[src/rtl/pipe_pkg.sv]
// Shared definitions for pipeline-stage registers: occupancy state encoding and default bubble.
package pipe_pkg;

    typedef enum logic [1:0] {
        ST_EMPTY = 2'd0,
        ST_ONE   = 2'd1,
        ST_FULL  = 2'd2
    } state_t;

    // All-zero instruction word, decoded downstream as a NOP.
    localparam logic [31:0] BUBBLE_NOP = 32'h0;

endpackage

[src/rtl/sat_cnt.sv]
// Saturating up-counter adding 0..2 per cycle, sticks at all-ones; no backpressure, result visible next cycle.
module sat_cnt #(
    parameter int CNT_W = 8
) (
    input  logic             clk,
    input  logic             rst,
    input  logic [1:0]       inc,
    output logic [CNT_W-1:0] cnt
);

    // One extra bit catches overflow; cnt + 2 never exceeds 2^(CNT_W+1) - 1.
    logic [CNT_W:0] sum;

    assign sum = {1'b0, cnt} + (CNT_W + 1)'(inc);

    always_ff @(posedge clk) begin
        if (!rst) begin
            cnt <= '0;
        end else if (sum[CNT_W]) begin
            cnt <= '1;
        end else begin
            cnt <= sum[CNT_W-1:0];
        end
    end

endmodule

[src/rtl/pipe_stage_skid.sv]
// Pipeline-stage register with valid/ready, optional 2-entry skid, freeze and flush; 1-cycle latency.
// With SKID_EN the in_ready is registered (no combinational path from out_ready); otherwise it is combinational.
module pipe_stage_skid
    import pipe_pkg::*;
#(
    parameter int                DATA_W  = 64,
    parameter logic [DATA_W-1:0] BUBBLE  = DATA_W'(BUBBLE_NOP),
    parameter bit                SKID_EN = 1'b1,
    parameter int                CNT_W   = 8
) (
    input  logic              clk,
    input  logic              rst,
    input  logic              flush,
    input  logic              freeze,
    input  logic              in_valid,
    output logic              in_ready,
    input  logic [DATA_W-1:0] in_data,
    output logic              out_valid,
    input  logic              out_ready,
    output logic [DATA_W-1:0] out_data,
    output logic [1:0]        occupancy,
    output logic [CNT_W-1:0]  flush_cnt
);

    state_t            state;
    state_t            next_state;
    logic [DATA_W-1:0] main_d;
    logic [DATA_W-1:0] skid_d;
    logic              ready_q;
    logic              main_v;
    logic              skid_v;
    logic              in_fire;
    logic              out_fire;
    logic              load_main;
    logic              load_skid;
    logic              main_from_skid;
    logic [1:0]        drop_n;

    assign main_v    = (state != ST_EMPTY);
    assign skid_v    = (state == ST_FULL);
    assign in_ready  = ~freeze & ~flush & (SKID_EN ? ready_q : (~main_v | out_ready));
    assign out_valid = main_v & ~freeze;
    assign in_fire   = in_valid & in_ready;
    assign out_fire  = out_valid & out_ready;
    assign out_data  = main_d;
    assign occupancy = state;

    // Without the skid, ONE accepts only when draining, so FULL is never entered.
    always_comb begin
        next_state     = state;
        load_main      = 1'b0;
        load_skid      = 1'b0;
        main_from_skid = 1'b0;
        case (state)
            ST_EMPTY: begin
                if (in_fire) begin
                    next_state = ST_ONE;
                    load_main  = 1'b1;
                end
            end
            ST_ONE: begin
                if (in_fire && out_fire) begin
                    load_main = 1'b1;
                end else if (in_fire) begin
                    next_state = ST_FULL;
                    load_skid  = 1'b1;
                end else if (out_fire) begin
                    next_state = ST_EMPTY;
                end
            end
            ST_FULL: begin
                if (out_fire) begin
                    next_state     = ST_ONE;
                    load_main      = 1'b1;
                    main_from_skid = 1'b1;
                end
            end
            default: next_state = ST_EMPTY;
        endcase
    end

    always_ff @(posedge clk) begin
        if (!rst) begin
            state   <= ST_EMPTY;
            main_d  <= BUBBLE;
            skid_d  <= BUBBLE;
            ready_q <= 1'b1;
        end else if (flush) begin
            state   <= ST_EMPTY;
            main_d  <= BUBBLE;
            skid_d  <= BUBBLE;
            ready_q <= 1'b1;
        end else if (!freeze) begin
            state   <= next_state;
            ready_q <= (next_state != ST_FULL);
            if (load_main) begin
                main_d <= main_from_skid ? skid_d : in_data;
            end
            if (load_skid) begin
                skid_d <= in_data;
            end
        end
    end

    // Flush counts every valid beat it throws away, even when frozen.
    assign drop_n = flush ? ({1'b0, main_v} + {1'b0, skid_v}) : 2'd0;

    sat_cnt #(
        .CNT_W(CNT_W)
    ) u_flush_cnt (
        .clk (clk),
        .rst (rst),
        .inc (drop_n),
        .cnt (flush_cnt)
    );

endmodule

[config.mk]
export PLATFORM = sky130hd
export DESIGN_NAME = pipe_stage_skid
export DESIGN_NICKNAME = d
export VERILOG_FILES = /design/src/rtl/pipe_pkg.sv /design/src/rtl/sat_cnt.sv /design/src/rtl/pipe_stage_skid.sv
export SDC_FILE = /design/constraint.sdc
export NUM_CORES = 1
export LEC_CHECK = 0
export ABC_CLOCK_PERIOD_IN_PS = 3500
export CAP_MARGIN = 20
export CORE_UTILIZATION = 45
export CTS_CLUSTER_DIAMETER = 30
export DETAILED_ROUTE_END_ITERATION = 8
export PLACE_DENSITY = 0.72
export SKIP_LAST_GASP = 1
export SLEW_MARGIN = 20
export SYNTH_ARGS = -nofsm -noshare
export SYNTH_HDL_FRONTEND = slang
export SYNTH_SLANG_ARGS = --single-unit
[constraint.sdc]
create_clock -name clk -period 3.5 [get_ports clk]
set_input_delay 1.05 -clock clk [delete_from_list [all_inputs] [get_ports clk]]
set_output_delay 1.05 -clock clk [all_outputs]
set_load 0.01 [all_outputs]
==> qor.txt <==
FFs w/ async S/R, synth -> 0%
Unique masters post-synth -> 38
CP Capture Type -> output pin
first-pass GRT wire length -> 32400 um
total CTS buffers -> 17
Synth Net Count -> 827
die width -> 123 um
TritonRoute pass-1 iters -> 8
Main synth FF type -> dfxtp_1
register area -> 0.00278 mm2
mapped cell area -> 0.00658 mm2
Yosys Warn Count -> 0
CP Class -> input port to output pin
met2 Use GR -> 43.8%
total die area -> 0.0151 mm2
# nets final -> 909
Area Growth Syn to Fin -> 30.8%
CTS clk-pin slew, worst paths -> 0.05 ns
dpl cells -> 997
Clock Sinks -> 139
Final Critical Period -> 3.42 ns
antenna cell count -> 0
FF+latch count, synth -> 139
Static Leak -> 2.53 nW
DR iter-0 viols -> 722
Slew Viols, Final -> 0
Final HPWL DP -> 11700 um
power density over the cells -> 421 mW/mm2
initial core utilization -> 46.7%
area of the multi-input gates -> 0.00339 mm2
R2R setup slack -> 1.04 ns
Final setup viols -> 0
Filler cells -> 1176
pin count of the biggest net entering global routing -> 130
Worst setup SP type -> input port
Routed Antenna Nets -> 0
worst r2r dst -> out_data[49]
clock share of power -> 45.9%
total track usage -> 27.5%
layout cells sized above 1 -> 13.3%
H-tree depth -> 4
Hold Path Stages -> 2
grt ovf -> 0
Final Hold Viols -> 0
RSZ-0062 raised after global routing -> false
status -> complete, no violations
busiest grt layer -> met2
Routed WL per cell -> 19.5 um
worst path required time -> 2.45 ns
Worst-Skew Late Latency -> 0.42 ns
post-cts gate resize count -> 0
RR Startpoint -> occupancy[1]
Gate power share -> 9.6%
fin crit share -> 97.8%
vias in the first global route -> 6457
via count -> 6633
TritonCTS clock tree -> built
sw frac -> 23.7%
Port-buffer cells -> 145
root buf cell -> clkbuf_16
DRC viols -> 0
Worst Hold End -> skid_d[3]
Max Freq -> 292 MHz
worst-margin pin slew -> 1.04 ns
Reg power frac -> 44.5%
Synth Instances -> 754
Max Cap Viol -> 0
Slew headroom -> 30.6%
cts hold-fix bufs -> 0
Core Box Area -> 0.0141 mm2
antenna violations before repair -> 0
placer congestion estimate -> 0.783
Vias/cell -> 6.45
Clock Tree Buf Depth -> 2
FF-to-FF path depth -> 4
chip height -> 123 um
# Post-CTS Setup Buffers -> 0
cell internal pwr -> 0.00276 W
Synth Area per Inst -> 8.73 um2
total power -> 0.00363 W
Seq/Total Area, Yosys -> 42.3%
worst hold path class -> flop to flop
Routed WL -> 20100 um
Max FO, Critical Path -> 3
met1 Resource Use GR -> 35.2%
Setup TNS Final -> 0 ns
Non-Filler Instances -> 1029
clk_skew -> 0.00694 ns
Worst Path Arrival -> 2.37 ns
net switching power -> 0.000861 W
Rows -> 43
Post-synth EDFFs -> 0
# IOs -> 146
min-delay src -> skid_d[3]
met3 Usage GRT -> 5.40%
peak supply drop -> 0.302 mV
-- registers in the layout (all words and copies together) (netlist names) --
register / cells
out_data: 64
occupancy: 2
u_flush_cnt.cnt: 8
ready_q: 1
skid_d: 64
-- power groups by stage --
stage	combinational (W)	clock, W	sequential, W
after floorplan	0.000158	0	0.00165
after global placement	0.000339	0	0.00165
after detailed placement	0.000344	0	0.00165
after CTS	0.000346	0.00168	0.00161
after global routing	0.000371	0.00175	0.00161
final	0.000349	0.00166	0.00161
-- cells by family (layout without fill, tap and decap cells) --
kind of cell	Yosys count	in the layout	share of synthesized area [%]
AO/OA/AOI/OAI	278	278	30.2
adder cells (fa/ha/maj)	3	3	0.684
buffers and inverters	107	202	7.34
flip-flops	139	139	42.3
AND/OR/NAND/NOR	227	227	19.5
-- cells in the mapped netlist (all sizes together), types with 3 or more instances --
master | count | area share, %
dfxtp | 139 | 42
nor2 | 67 | 3.8
nand2 | 3 | 0.17
o21ai | 67 | 5.1
o31ai | 65 | 7.4
a31oi | 3 | 0.29
inv | 5 | 0.29
clkbuf | 56 | 3.2
nand4 | 65 | 6.2
nor2b | 6 | 0.57
a21oi | 72 | 5.5
a211oi | 66 | 11
buf | 46 | 3.9
nor4 | 64 | 6.1
nand2b | 3 | 0.29
nor3b | 3 | 0.34
-- critical path, cell delays in order --
cell	delay, ns
clkdlybuf4s50_1	0.52
nor3b_1	0.24
clkdlybuf4s50_1	0.56
-- metal layers --
metal	up-vias	share of wire (%)
met1	3170	42
met2	344	47
li1	3063	-
met5	-	0
met3	56	8.2
met4	0	3.4
-- placed cells by master (no fill, tap or decap), drive strengths merged, types with 2 or more instances in the layout --
cell / instances
clkdlybuf4s50: 145
dfxtp: 139
a21oi: 72
nor2: 67
o21ai: 67
a211oi: 66
nand4: 65
o31ai: 65
nor4: 64
clkbuf: 25
buf: 20
clkinv: 6
nor2b: 6
inv: 5
nor3b: 3
nand2b: 3
a31oi: 3
nand2: 3
nand4bb: 2
and4bb: 2
nand3: 2
ha: 2
or3: 2
-- worst max path at each step --
| stage | from | endpoint | slack, ns | depth (start not counted) |
|---|---|---|---|---|
| after floorplan | freeze | in_ready | 0.92 | 2 |
| after global routing | freeze | in_ready | 0.04 | 3 |
| after global placement | freeze | in_ready | 0.11 | 3 |
| final | freeze | in_ready | 0.08 | 3 |
| after CTS | freeze | in_ready | 0.07 | 3 |
| after detailed placement | freeze | in_ready | 0.09 | 3 |
-- layout make-up --
cell class / count / share of cell area [%]
clock inverters: 7 / 0.436
multi-input cells: 508 / 39.4
well taps: 180 / 2.62
inverters: 5 / 0.218
repair buffers: 165 / 19.0
flip-flops and latches: 139 / 32.3
clock buffers: 25 / 5.99
-- through the flow --
stage          setup slack [ns]  util [%]  cell area, um2  hold slack, ns
6_report                 0.0774      61.1            8610           0.465
5_1_grt                  0.0426      61.1            8610           0.483
4_1_cts                  0.0743      61.1            8610           0.465
3_5_place_dp             0.0930      57.2            8060           0.457
3_3_place_gp              0.109      57.2            8060           0.451
2_1_floorplan             0.924         -            6580           0.445
No activity file was read; power rests on OpenSTA's default activity.
